File: src/rtl/seg7_snoop.sv
// seg7_snoop: reads the multiplexed active-low 7-segment bus back into per-position digit codes.
// Defining SEG7_SNOOP_ERR_EN builds the sticky error logic; otherwise err is tied low.
module seg7_snoop #(
    parameter int DIGITS = 4,
    parameter int STABLE = 3
) (
    input  logic                clk,
    input  logic                rst,
    input  logic [6:0]          seg,
    input  logic [DIGITS-1:0]   an,
    input  logic                err_clr,
    output logic [4*DIGITS-1:0] digits,
    output logic [DIGITS-1:0]   blank,
    output logic                frame_valid,
    output logic                err
);
    localparam int                IDXW       = (DIGITS > 1) ? $clog2(DIGITS) : 1;
    localparam logic [3:0]        STABLE_CNT = 4'(STABLE);
    localparam logic [DIGITS-1:0] ALL_SEEN   = {DIGITS{1'b1}};

    logic [6:0]        seg_q_reg;
    logic [DIGITS-1:0] an_q_reg;

    always_ff @(posedge clk) begin
        if (rst) begin
            seg_q_reg <= 7'h7F;
            an_q_reg  <= '1;
        end else begin
            seg_q_reg <= seg;
            an_q_reg  <= an;
        end
    end

    // Pattern decode; anything not in the table is reported as code E.
    logic [3:0] code;
    always_comb begin
        case (seg_q_reg)
            7'h40:   code = 4'h0;
            7'h79:   code = 4'h1;
            7'h24:   code = 4'h2;
            7'h30:   code = 4'h3;
            7'h19:   code = 4'h4;
            7'h12:   code = 4'h5;
            7'h02:   code = 4'h6;
            7'h78:   code = 4'h7;
            7'h00:   code = 4'h8;
            7'h10:   code = 4'h9;
            7'h7F:   code = 4'hF;
            default: code = 4'hE;
        endcase
    end

    logic [3:0]      low_cnt;
    logic [IDXW-1:0] strobe_idx;
    logic            strobe_valid;
    logic            strobe_multi;

    always_comb begin
        low_cnt    = '0;
        strobe_idx = '0;
        for (int i = 0; i < DIGITS; i++) begin
            if (!an_q_reg[i]) begin
                low_cnt    = low_cnt + 4'd1;
                strobe_idx = IDXW'(i);
            end
        end
        strobe_valid = (low_cnt == 4'd1);
        strobe_multi = (low_cnt > 4'd1);
    end

    logic [IDXW-1:0] cand_idx_reg, cand_idx_next;
    logic [3:0]      cand_code_reg, cand_code_next;
    logic [3:0]      cnt_reg, cnt_next;
    logic            done_reg, done_next;
    logic            commit;

    // done holds off further commits until the dwell ends, so each dwell commits once.
    always_comb begin
        cand_idx_next  = cand_idx_reg;
        cand_code_next = cand_code_reg;
        cnt_next       = cnt_reg;
        done_next      = done_reg;
        commit         = 1'b0;
        if (!strobe_valid) begin
            cnt_next  = '0;
            done_next = 1'b0;
        end else begin
            if (strobe_idx == cand_idx_reg && code == cand_code_reg) begin
                if (cnt_reg < STABLE_CNT)
                    cnt_next = cnt_reg + 4'd1;
            end else begin
                cand_idx_next  = strobe_idx;
                cand_code_next = code;
                cnt_next       = 4'd1;
                done_next      = 1'b0;
            end
            commit = (cnt_next == STABLE_CNT) && !done_next;
            if (commit)
                done_next = 1'b1;
        end
    end

    always_ff @(posedge clk) begin
        if (rst) begin
            cand_idx_reg  <= '0;
            cand_code_reg <= 4'hF;
            cnt_reg       <= '0;
            done_reg      <= 1'b0;
        end else begin
            cand_idx_reg  <= cand_idx_next;
            cand_code_reg <= cand_code_next;
            cnt_reg       <= cnt_next;
            done_reg      <= done_next;
        end
    end

    logic [DIGITS-1:0] commit_vec;

    genvar gi;
    generate
        for (gi = 0; gi < DIGITS; gi++) begin : g_pos
            logic [3:0] digit_reg;
            logic       blank_reg;

            assign commit_vec[gi] = commit && (strobe_idx == IDXW'(gi));

            always_ff @(posedge clk) begin
                if (rst) begin
                    digit_reg <= 4'hF;
                    blank_reg <= 1'b1;
                end else if (commit_vec[gi]) begin
                    digit_reg <= code;
                    blank_reg <= (code == 4'hF);
                end
            end

            assign digits[4*gi +: 4] = digit_reg;
            assign blank[gi]         = blank_reg;
        end
    endgenerate

    logic [DIGITS-1:0] seen_reg, seen_next;
    logic              frame_valid_reg;

    // A full seen vector is held for one cycle: that cycle emits the pulse and starts a new frame.
    always_comb begin
        if (seen_reg == ALL_SEEN)
            seen_next = commit_vec;
        else
            seen_next = seen_reg | commit_vec;
    end

    always_ff @(posedge clk) begin
        if (rst) begin
            seen_reg        <= '0;
            frame_valid_reg <= 1'b0;
        end else begin
            seen_reg        <= seen_next;
            frame_valid_reg <= (seen_reg == ALL_SEEN);
        end
    end

    assign frame_valid = frame_valid_reg;

`ifdef SEG7_SNOOP_ERR_EN
    logic err_reg;
    logic err_set;

    assign err_set = (commit && code == 4'hE) || strobe_multi;

    // A set event outranks a simultaneous clear.
    always_ff @(posedge clk) begin
        if (rst)
            err_reg <= 1'b0;
        else if (err_set)
            err_reg <= 1'b1;
        else if (err_clr)
            err_reg <= 1'b0;
    end

    assign err = err_reg;
`else
    logic unused_err_inputs;
    assign unused_err_inputs = err_clr ^ strobe_multi;
    assign err = 1'b0;
`endif

endmodule

File: config.mk
export PLATFORM = sky130hd
export DESIGN_NAME = seg7_snoop
export DESIGN_NICKNAME = d
export VERILOG_FILES = /design/src/rtl/seg7_snoop.sv
export SDC_FILE = /design/constraint.sdc
export NUM_CORES = 1
export LEC_CHECK = 0
export ABC_AREA = 1
export BUFFER_PORTS_ARGS = -buffer_cell sky130_fd_sc_hd__buf_2
export CELL_PAD_IN_SITES_DETAIL_PLACEMENT = 0
export CELL_PAD_IN_SITES_GLOBAL_PLACEMENT = 1
export CORE_AREA = 2 2 92 94
export DETAILED_ROUTE_END_ITERATION = 7
export DIE_AREA = 0 0 94 96
export PLACE_DENSITY = 0.56
export SLEW_MARGIN = 20
export SYNTH_ARGS = -nofsm -noshare
export SYNTH_HDL_FRONTEND = slang
export SYNTH_SLANG_ARGS = --single-unit
File: constraint.sdc
create_clock -name clk -period 3.25 [get_ports clk]
set_clock_uncertainty 0.1 [all_clocks]
set_input_delay 0.65 -clock clk [delete_from_list [all_inputs] [get_ports clk]]
set_output_delay 0.65 -clock clk [all_outputs]
set_load 0.05 [all_outputs]
==> results.json <==
{
  "fin_nets": 351,
  "num-fill-cells": 886,
  "reg2reg_slack_ns": 0.74,
  "number_of_setup_violations_in_the_final_report": 0,
  "utilization_pct": 33.69,
  "drv.max_cap_violation_count": 0,
  "floorplan.die.width_um": 94,
  "detailed_place.area_mm2": 0.002580,
  "timing.slew.headroom_pct": 64.94,
  "number_of_synthesized_flops_with_an_enable_pin": 0,
  "grt_overflow": 0,
  "drt_first_pass_iters": 5,
  "hold_ws_ns": 0.3446,
  "synth-simple-area-share_pct": 42.90,
  "share_of_cell_area_taken_by_muxes_after_synthesis_pct": 0.4821,
  "synth_cell_types": 37,
  "grt_pass1_wl_um": 8866,
  "synth_area_in_compound_gates_pct": 4.606,
  "worst_setup_path_start_kind": "flop",
  "power.density_cell_area_mw_per_mm2": 488.5,
  "timing.rr.end": "g_pos[1].blank_reg",
  "cts_tree": "done",
  "ant_nets": 0,
  "ys_seq_elements": 47,
  "fin_ws_ns": 0.7414,
  "cp_cell_sequence": "inv_1 > ha_1 > xnor2_1 > ha_1 > o31ai_1 > nand2_1 > inv_1 > nand2_1 > nor2_2 > buf_4 > nand3_1 > nand3_1",
  "setup_repair_after_global_routing_missed_its_margin": "false",
  "fin_setup_tns_ns": 0,
  "ctsResizeCount": 0,
  "area_growth_pct": 16.12,
  "outcome": "finished clean",
  "numCtsBuffers": 5,
  "clkSinkCount": 47,
  "rows": 33,
  "finalMaxSlewViolations": 0,
  "ir_worst_vdd_mv": 0.2381,
  "worstSetupPathType": "reg -> reg",
  "critical_path.endpoint_type": "flop",
  "htree_levels": 2,
  "dpl.hpwl_um": 4027,
  "critical_path.max_stage_delay_ns": 0.40,
  "place.gp.congestion": 0.7671,
  "min-delay-start": "cnt_reg[2]",
  "floorplan.initialDensity_pct": 29.01,
  "post-route-min-period_ns": 2.509,
  "worst_pin_slew_ns": 0.5239,
  "netlist_instances": 301,
  "fin_crit_share_pct": 77.19,
  "fraction_of_synthesized_cell_area_in_xor_and_xnor_cells_pct": 1.875,
  "clock_tree.buffer_depth": 2,
  "p_leak_uw": 0.001250,
  "worst-path-max-fanout": 20,
  "largest_register_ff_count": 16,
  "grt_pass1_vias": 1884,
  "ios": 36,
  "crit_arrival_ns": 2.65,
  "mostFrequentLayoutCells": "sky130_fd_sc_hd__nand2_1, sky130_fd_sc_hd__nand3_1, sky130_fd_sc_hd__dfxtp_1, sky130_fd_sc_hd__nor2_1, sky130_fd_sc_hd__buf_2",
  "ys_warn_count": 0,
  "layout.cells.most_common": "sky130_fd_sc_hd__nand2_1",
  "grt_antenna_before_repair": 0,
  "finalHoldViolations": 0,
  "clk_pin_slew_worst_paths_ns": 0.09,
  "placeable_area_mm2": 0.008051,
  "post-route-drc-count": 0,
  "cts_root_buf": "sky130_fd_sc_hd__clkbuf_8",
  "synthesis.area_mm2": 0.002336,
  "worstHoldEndpoint": "cnt_reg[2]",
  "pre_cts_slack_ns": 0.7449,
  "initialDrtViolationCount": 75,
  "synth_top_family_by_area": "simple AND/OR/NAND/NOR gates",
  "min-delay-path-class": "reg -> reg",
  "insertedDiodeCount": 0,
  "port_buffers": 33,
  "grt.total_usage_pct": 12.55,
  "design_area_mm2": 0.002713,
  "synthesis.area_per_instance_um2": 7.761,
  "seq_area_frac_synth_pct": 40.28,
  "floorplan.die.height_um": 96,
  "largest_net_degree_at_the_start_of_global_routing": 21,
  "critical_path.reg2reg.startpoint": "an_q_reg[1]",
  "r2r.worst_path.cells": 12,
  "num_vias": 1967,
  "fmaxAchievable_ghz": 0.3986,
  "hold-path-cell-count": 2,
  "wirelength_um": 5292,
  "clock_latency_ns": 0.30,
  "syn-num-nets": 319,
  "yosys.area_share.adder_pct": 2.142,
  "synth-async-reset-ratio_pct": 0,
  "critPathSlowestCell": "sky130_fd_sc_hd__dfxtp_1",
  "fraction_of_layout_instances_using_a_drive_strength_above_1_pct": 26.95,
  "wl_per_cell_um": 12.05,
  "ctsHoldBuffers": 0,
  "cts_setup_buffers": 0,
  "area_enclosed_by_the_die_boundary_mm2": 0.009024,
  "critical_path_required_ns": 3.39,
  "vias_per_cell": 4.481,
  "synth_ff_type": "sky130_fd_sc_hd__dfxtp_1"
}
==> cell type report <==
| type | instances | area [um^2] | area share (%) |
|---|---|---|---|
| repair buffers | 36 | 187.7 | 6.919 |
| clock inverters | 2 | 60.06 | 2.214 |
| flip-flops and latches | 47 | 940.9 | 34.69 |
| inverters | 27 | 101.3 | 3.736 |
| well taps | 105 | 131.4 | 4.843 |
| clock buffers | 6 | 72.57 | 2.675 |
| multi-input cells | 216 | 1219 | 44.93 |
==> how the worst max path moves through the flow <==
| stage | endpoint | depth (start not counted) | startpoint |
|---|---|---|---|
| global route | g_pos[0].digit_reg[0] | 12 | an_q_reg[1] |
| floorplan | g_pos[1].digit_reg[1] | 12 | an_q_reg[1] |
| global placement | g_pos[2].blank_reg | 12 | an_q_reg[1] |
| detailed placement | g_pos[2].blank_reg | 12 | an_q_reg[1] |
| finish | g_pos[1].blank_reg | 12 | an_q_reg[1] |
| CTS | g_pos[2].blank_reg | 12 | an_q_reg[1] |
==> critical path: cells and delay by family, from the launching register on <==
family / cells / cell delay, ns
buffers and inverters: 3 / 0.38
flip-flops: 1 / 0.40
XOR/XNOR: 1 / 0.26
AO/OA/AOI/OAI: 1 / 0.22
adder cells (fa/ha/maj): 2 / 0.58
AND/OR/NAND/NOR: 5 / 0.50
==> synthesized netlist by cell type, types with 2 or more instances <==
cell type	instances	share of area (%)
sky130_fd_sc_hd__nand2_1	64	10
sky130_fd_sc_hd__nand3_1	52	11
sky130_fd_sc_hd__dfxtp_1	47	40
sky130_fd_sc_hd__nor2_1	33	5.3
sky130_fd_sc_hd__inv_1	18	2.9
sky130_fd_sc_hd__or2_2	11	2.9
sky130_fd_sc_hd__inv_2	7	1.1
sky130_fd_sc_hd__buf_4	5	1.6
sky130_fd_sc_hd__nand2_2	5	1.3
sky130_fd_sc_hd__nand3_4	5	3.7
sky130_fd_sc_hd__a21oi_2	4	1.5
sky130_fd_sc_hd__clkbuf_1	4	0.64
sky130_fd_sc_hd__ha_1	4	2.1
sky130_fd_sc_hd__nor2_2	4	1.1
sky130_fd_sc_hd__o21ai_0	4	0.86
sky130_fd_sc_hd__nand2_4	3	1.4
sky130_fd_sc_hd__o211ai_1	3	0.96
sky130_fd_sc_hd__xnor2_1	3	1.1
sky130_fd_sc_hd__a21oi_1	2	0.43
sky130_fd_sc_hd__buf_6	2	0.96
sky130_fd_sc_hd__clkinv_1	2	0.32
sky130_fd_sc_hd__nand3b_1	2	0.64
sky130_fd_sc_hd__nand4_1	2	0.54
sky130_fd_sc_hd__xor2_1	2	0.75
==> where the power goes <==
group | switching, uW | leakage, uW | internal [uW]
Sequential | 18.5 | 0.000384 | 597
Clock | 202 | 0.0000654 | 308
Combinational | 136 | 0.000800 | 63.8
==> cell families (layout without fill, tap and decap cells) <==
logic type                 Yosys count  count (layout)
DFF                                 47              47
and+or+nand+nor                    189             189
AOI/OAI and AO/OA                   16              16
other                                1               1
muxes                                1               1
xor gates and xnor gates             5               5
adders and majority gates            4               4
buffers and inverters               38              71
==> metal layers <==
metal	part of all wire, %	global-route usage, %	up-vias
met2	45	19.35	34
met1	50	17.48	885
li1	-	-	1040
met5	0	0	-
met4	1.0	3.744	0
met3	4.1	2.897	8
==> metrics by stage <==
step	instances	total power, uW
floorplan	301	785.4
global placement	431	831.7
detailed placement	431	832.1
CTS	439	1348
global route	439	1402
finish	439	1325
Power figures use the tool's default switching activity.
